==> config.mk <==
export PLATFORM = sky130hd
export DESIGN_NAME = cpu_run_ctrl
export DESIGN_NICKNAME = d
export VERILOG_FILES = /design/src/rtl/cpu_run_ctrl.sv
export SDC_FILE = /design/constraint.sdc
export NUM_CORES = 1
export LEC_CHECK = 0
export ABC_AREA = 1
export CAP_MARGIN = 20
export CORE_UTILIZATION = 41
export DETAILED_ROUTE_END_ITERATION = 10
export PLACE_DENSITY = 0.83
export SLEW_MARGIN = 20
export SYNTH_ARGS = -nofsm -noshare
export SYNTH_HDL_FRONTEND = slang
export SYNTH_SLANG_ARGS = --single-unit
==> constraint.sdc <==
create_clock -name clk_in -period 1.75 [get_ports clk_in]
set_clock_uncertainty 0.05 [all_clocks]
set_input_delay 0.35 -clock clk_in [delete_from_list [all_inputs] [get_ports clk_in]]
set_output_delay 0.35 -clock clk_in [all_outputs]
set_load 0.01 [all_outputs]
==> src/rtl/cpu_run_ctrl.sv <==
// Run/step controller: gates the CPU clock-enable from divider ticks or every
// cycle (fast). Supports free-run, single-step, halt, halt-instruction stop
// and a single PC breakpoint.
module cpu_run_ctrl #(
  parameter int unsigned ADDR_W    = 32,
  parameter int unsigned CNT_W     = 16,
  parameter bit          START_RUN = 1'b0
) (
  input  logic              clk_in,
  input  logic              rst,
  input  logic              tick,
  input  logic              fast,
  input  logic              btn_run,
  input  logic              btn_step,
  input  logic              btn_halt,
  input  logic              halt_req,
  input  logic              bp_en,
  input  logic [ADDR_W-1:0] bp_addr,
  input  logic [ADDR_W-1:0] pc,
  output logic              cpu_ce,
  output logic              running,
  output logic [1:0]        state,
  output logic [1:0]        halt_cause,
  output logic [CNT_W-1:0]  ce_count
);

  localparam logic [1:0] S_HALT = 2'd0;
  localparam logic [1:0] S_RUN  = 2'd1;
  localparam logic [1:0] S_STEP = 2'd2;

  localparam logic [1:0] C_BTN  = 2'd1;
  localparam logic [1:0] C_HREQ = 2'd2;
  localparam logic [1:0] C_BP   = 2'd3;

  localparam logic [1:0] S_RESET = START_RUN ? S_RUN : S_HALT;

  logic [1:0] state_q, state_d;
  logic       run_q, step_q, halt_q;
  logic       rise_run, rise_step, rise_halt;
  logic       slot, bp_hit, stop;
  logic       accept;
  logic       bp_arm_q, bp_arm_d;
  logic [1:0] cause_q, cause_d;
  logic       ce_q;
  logic [CNT_W-1:0] count_q;

  assign rise_run  = btn_run  & ~run_q;
  assign rise_step = btn_step & ~step_q;
  assign rise_halt = btn_halt & ~halt_q;
  assign slot      = fast | tick;
  assign bp_hit    = bp_en & bp_arm_q & (pc == bp_addr);
  assign stop      = rise_halt | halt_req | bp_hit;

  // Button edge history; loading current levels in reset avoids a false edge.
  always_ff @(posedge clk_in) begin
    run_q  <= btn_run;
    step_q <= btn_step;
    halt_q <= btn_halt;
  end

  // State register; running mirrors the registered state.
  always_ff @(posedge clk_in) begin
    if (rst) begin
      state_q <= S_RESET;
      running <= (S_RESET == S_RUN);
    end else begin
      state_q <= state_d;
      running <= (state_d == S_RUN);
    end
  end

  // Next-state decode; an illegal encoding falls back to HALT.
  always_comb begin
    state_d = state_q;
    case (state_q)
      S_HALT: begin
        if (rise_run)       state_d = S_RUN;
        else if (rise_step) state_d = S_STEP;
      end
      S_RUN: begin
        if (stop) state_d = S_HALT;
      end
      S_STEP: begin
        if (rise_halt || slot) state_d = S_HALT;
      end
      default: state_d = S_HALT;
    endcase
  end

  // Slot acceptance, halt cause and breakpoint arming for the current state.
  always_comb begin
    accept   = 1'b0;
    cause_d  = cause_q;
    bp_arm_d = bp_arm_q;
    case (state_q)
      S_HALT: begin
        if (rise_run) bp_arm_d = 1'b0;
      end
      S_RUN: begin
        if (stop) begin
          if (rise_halt)     cause_d = C_BTN;
          else if (halt_req) cause_d = C_HREQ;
          else               cause_d = C_BP;
        end else if (slot) begin
          accept   = 1'b1;
          bp_arm_d = 1'b1;
        end
      end
      S_STEP: begin
        if (rise_halt)  cause_d = C_BTN;
        else if (slot)  accept  = 1'b1;
      end
      default: ;
    endcase
  end

  // Registered enable, issued-enable counter, cause and arm flag.
  always_ff @(posedge clk_in) begin
    if (rst) begin
      ce_q     <= 1'b0;
      count_q  <= '0;
      cause_q  <= 2'd0;
      bp_arm_q <= 1'b0;
    end else begin
      ce_q     <= accept;
      if (accept) count_q <= count_q + CNT_W'(1);
      cause_q  <= cause_d;
      bp_arm_q <= bp_arm_d;
    end
  end

  assign cpu_ce     = ce_q;
  assign ce_count   = count_q;
  assign halt_cause = cause_q;
  assign state      = state_q;

endmodule

==> key figures <==
Status
  – Status: complete, but fails checks
  – Failing checks: DRC, setup timing

Setup path
  – CP Max Fanout: 4
  – CP Capture Point: ce_count[15]
  – Critical path's largest stage delay: 0.39 ns
  – Worst R2R Path Depth: 9
  – Slowest cell on crit path: dfxtp_4
  – Worst endpoint data arrival time: between 1.5 and 2 ns
  – Worst Setup SP: ce_count[3]
  – Top delay family on crit path: simple AND/OR/NAND/NOR gates
  – Critical Path End Type: register
  – CP Data Required Time: between 1.5 and 2 ns
  – Flop2flop setup slack: -0.02 ns
  – CP bufs+invs: 0
  – Worst-path cell chain: nand2_4 > nor2_4 > nand4_1 > nor4_2 > nand3_1 > nor2_2 > nand3_2 > nand2_1 > nor2_1
  – Levels on crit path: 9
  – CP startpoint kind: register
  – RR Startpoint: ce_count[3]
  – Setup CP Type: reg -> reg
  – RR Endpoint: ce_count[15]

Placed design
  – DP Cell Count: between 500 and 600
  – Dpl hpwl: around 4500 um
  – Routability cong.: about 0.83
  – Pre-CTS setup slack: -0.380 ns
  – IO buf count: 94

Routing
  – Drt wl/cell: between 10 and 15 um
  – TritonRoute pass-1 iters: 7
  – 1st-iter DRT viols: around 110
  – Routed WL: around 6500 um
  – DR DRC count: 9
  – Vias: 2509
  – Antenna Nets Post-Route: 0
  – Via density: 4.87

Job
  – Number of max-cap violations: 0

Power and ir drop
  – Leak: just under 0.002 uW
  – Max VDD drop: 0.331 mV
  – Pwr Total: around 1600 uW
  – Comb pwr share: 29.5%
  – Clock network power share: between 30% and 40%
  – Cell Int Power: 1170 uW
  – Switching power: around 440 uW
  – Switching power share of the total: 27.4%
  – Flop pwr share: around two fifths
  – Pwr Density: between 400 and 500 nW/um^2

Timing
  – # setup viols final: 1
  – Worst slew margin: ~80%
  – Fmax: around 560 MHz
  – Total Neg Setup Slack: -0.0204 ns
  – Actual slew at the worst max-slew pin: around 0.32 ns
  – Fin crit share: 101%
  – Hold Vio Cnt, Final: 0
  – Post-layout min period: 1.77 ns
  – Worst-case hold slack: around 0.42 ns
  – Final Max Tran Viols: 0
  – Final WS setup: -0.0204 ns
  – RSZ-0062 raised after global routing: true

Synthesis
  – Flip-flop and latch count after synthesis: 26
  – Mapped Avg Cell Area: around 5.7 um^2
  – Synth area leader: dfxtp_1
  – Top cells by area, synth: dfxtp_1 26%, nand2_1 21%, inv_1 14%
  – Post-Synthesis Net Count: roughly 420
  – Syn. warnings: 0
  – Share of the synthesized area in the top cell type: 26.5%
  – Cell variety after synth: 24
  – Post-Syn Area: between 1500 and 2000 um^2
  – Sequential share of the synthesized area: between 20% and 30%
  – Syn Inst Count: 346

Finish
  – Share of post-route cells with drive strength above 1: 15.3%
  – Commonest non-fill, non-tap cell in the layout: nand2_1
  – ANT cells: 0
  – P&R area growth vs syn: 74.0%
  – Most frequent cells in the layout: 102 x nand2_1, 69 x inv_1, 51 x nor2_1
  – Fin cells: 515
  – Layout Nets: about 540

Die
  – Die W: roughly 70 um
  – Std-Cell Rows: 24
  – Initial Utilization: between 40% and 50%
  – DIE AREA: around 5000 um^2
  – I/O pin cnt: 95
  – Die H: 71.3 um
  – Core Box Area: ~4500 um^2

GRT
  – Pin count of the biggest net entering global routing: 18
  – First-pass GRT wire length: just under 10000 um
  – Antenna violations before repair: 0
  – GR Util All Layers: roughly a quarter
  – Vias in the first global route: 2335
  – Grt ovf: 0

Clock tree
  – Clk Latency, worst-skew pair: ~0.28 ns
  – Cts hold-fix bufs: 0
  – Clock root buffer: clkbuf_8
  – CTS Buf Count: 3
  – Clk buf depth: 2
  – CTS tree: done
  – CTS H-Tree Depth: 1
  – Clock-pin slew on the worst setup and hold paths: ~0.10 ns
  – CTS sink count: 26

Hold path
  – Worst hold path class: reg -> reg
[layer usage]
layer  wire, um  vias to the layer above  GRT usage [%]
met5          0                        -              0
met1       2550                     1102           26.1
met4        145                        0           8.44
met3        509                       19           3.94
met2       3330                      116           46.2
li1           -                     1272              -
[power by group through the flow]
stage,Sequential (uW),Clock [uW],Combinational [uW]
after floorplan,642,0,190
after global routing,623,542,522
after detailed placement,636,0,456
after global placement,635,0,446
after CTS,622,510,456
final,620,517,476
[area by class of cell]
cell class | instances | area [um^2]
repair buffers | 117 | 1180
clock inverters | 1 | 30.0
well taps | 52 | 65.1
inverters | 75 | 282
multi-input cells | 241 | 1290
fillers | 351 | 1050
flip-flops and latches | 26 | 537
clock buffers | 3 | 41.3
[tightest hold or removal path: stages (launching register included)]
cell and delay [ns]:
dfxtp_1 0.32, nand2_1 0.06, a21oi_1 0.05
[registers in the layout, summed over array words and instances, names as in the netlist]
register,flops
halt_cause,2
ce_count,16
run_q,1
step_q,1
halt_q,1
bp_arm_q,1
cpu_ce,1
running,1
state,2
[cells by family after synthesis]
| logic type | synth area share [%] |
|---|---|
| AO/OA/AOI/OAI | 5.09 |
| XOR/XNOR | 6.68 |
| adder cells (fa/ha/maj) | 3.18 |
| buffers and inverters | 16.3 |
| flip-flops | 26.5 |
| AND/OR/NAND/NOR | 42.3 |
[per-stage QoR]
stage / util, % / cell area [um^2]
2_1_floorplan: - / 1970
3_3_place_gp: 68.8 / 3080
3_5_place_dp: 68.8 / 3080
4_1_cts: 71.2 / 3180
5_1_grt: 76.5 / 3420
6_report: 76.5 / 3420
[how the worst min path moves through the flow]
stage                     depth (start not counted)     startpoint             to  slack [ns]
final                                             2  halt_cause[1]  halt_cause[1]        0.42
after global routing                              2  halt_cause[1]  halt_cause[1]        0.43
after CTS                                         2  halt_cause[1]  halt_cause[1]        0.42
after detailed placement                          2  halt_cause[1]  halt_cause[1]        0.41
after global placement                            2  halt_cause[1]  halt_cause[1]        0.40
after floorplan                                   0       btn_halt         halt_q        0.33
[what timing repair did]
action / CTS / global route
pin swaps: 25 / 45
gates cloned: 2 / 1
endpoints found under the setup margin: 21 / 26
resized for setup: 67 / 67
setup buffers: 0 / 5
[cells in the mapped netlist]
cell / count
nand2_1: 108
inv_1: 74
nor2_1: 55
dfxtp_1: 26
nand3_1: 18
a21oi_1: 11
o21ai_0: 9
xnor2_1: 8
xor2_1: 7
ha_1: 5
nand4_1: 5
nor3_1: 4
nand2_2: 3
nor4_1: 3
and3_1: 1
buf_2: 1
buf_4: 1
buf_6: 1
buf_8: 1
clkinv_1: 1
nand3_2: 1
nand3b_1: 1
nor3_2: 1
nor3b_1: 1
No activity file was read; power rests on OpenSTA's default activity.
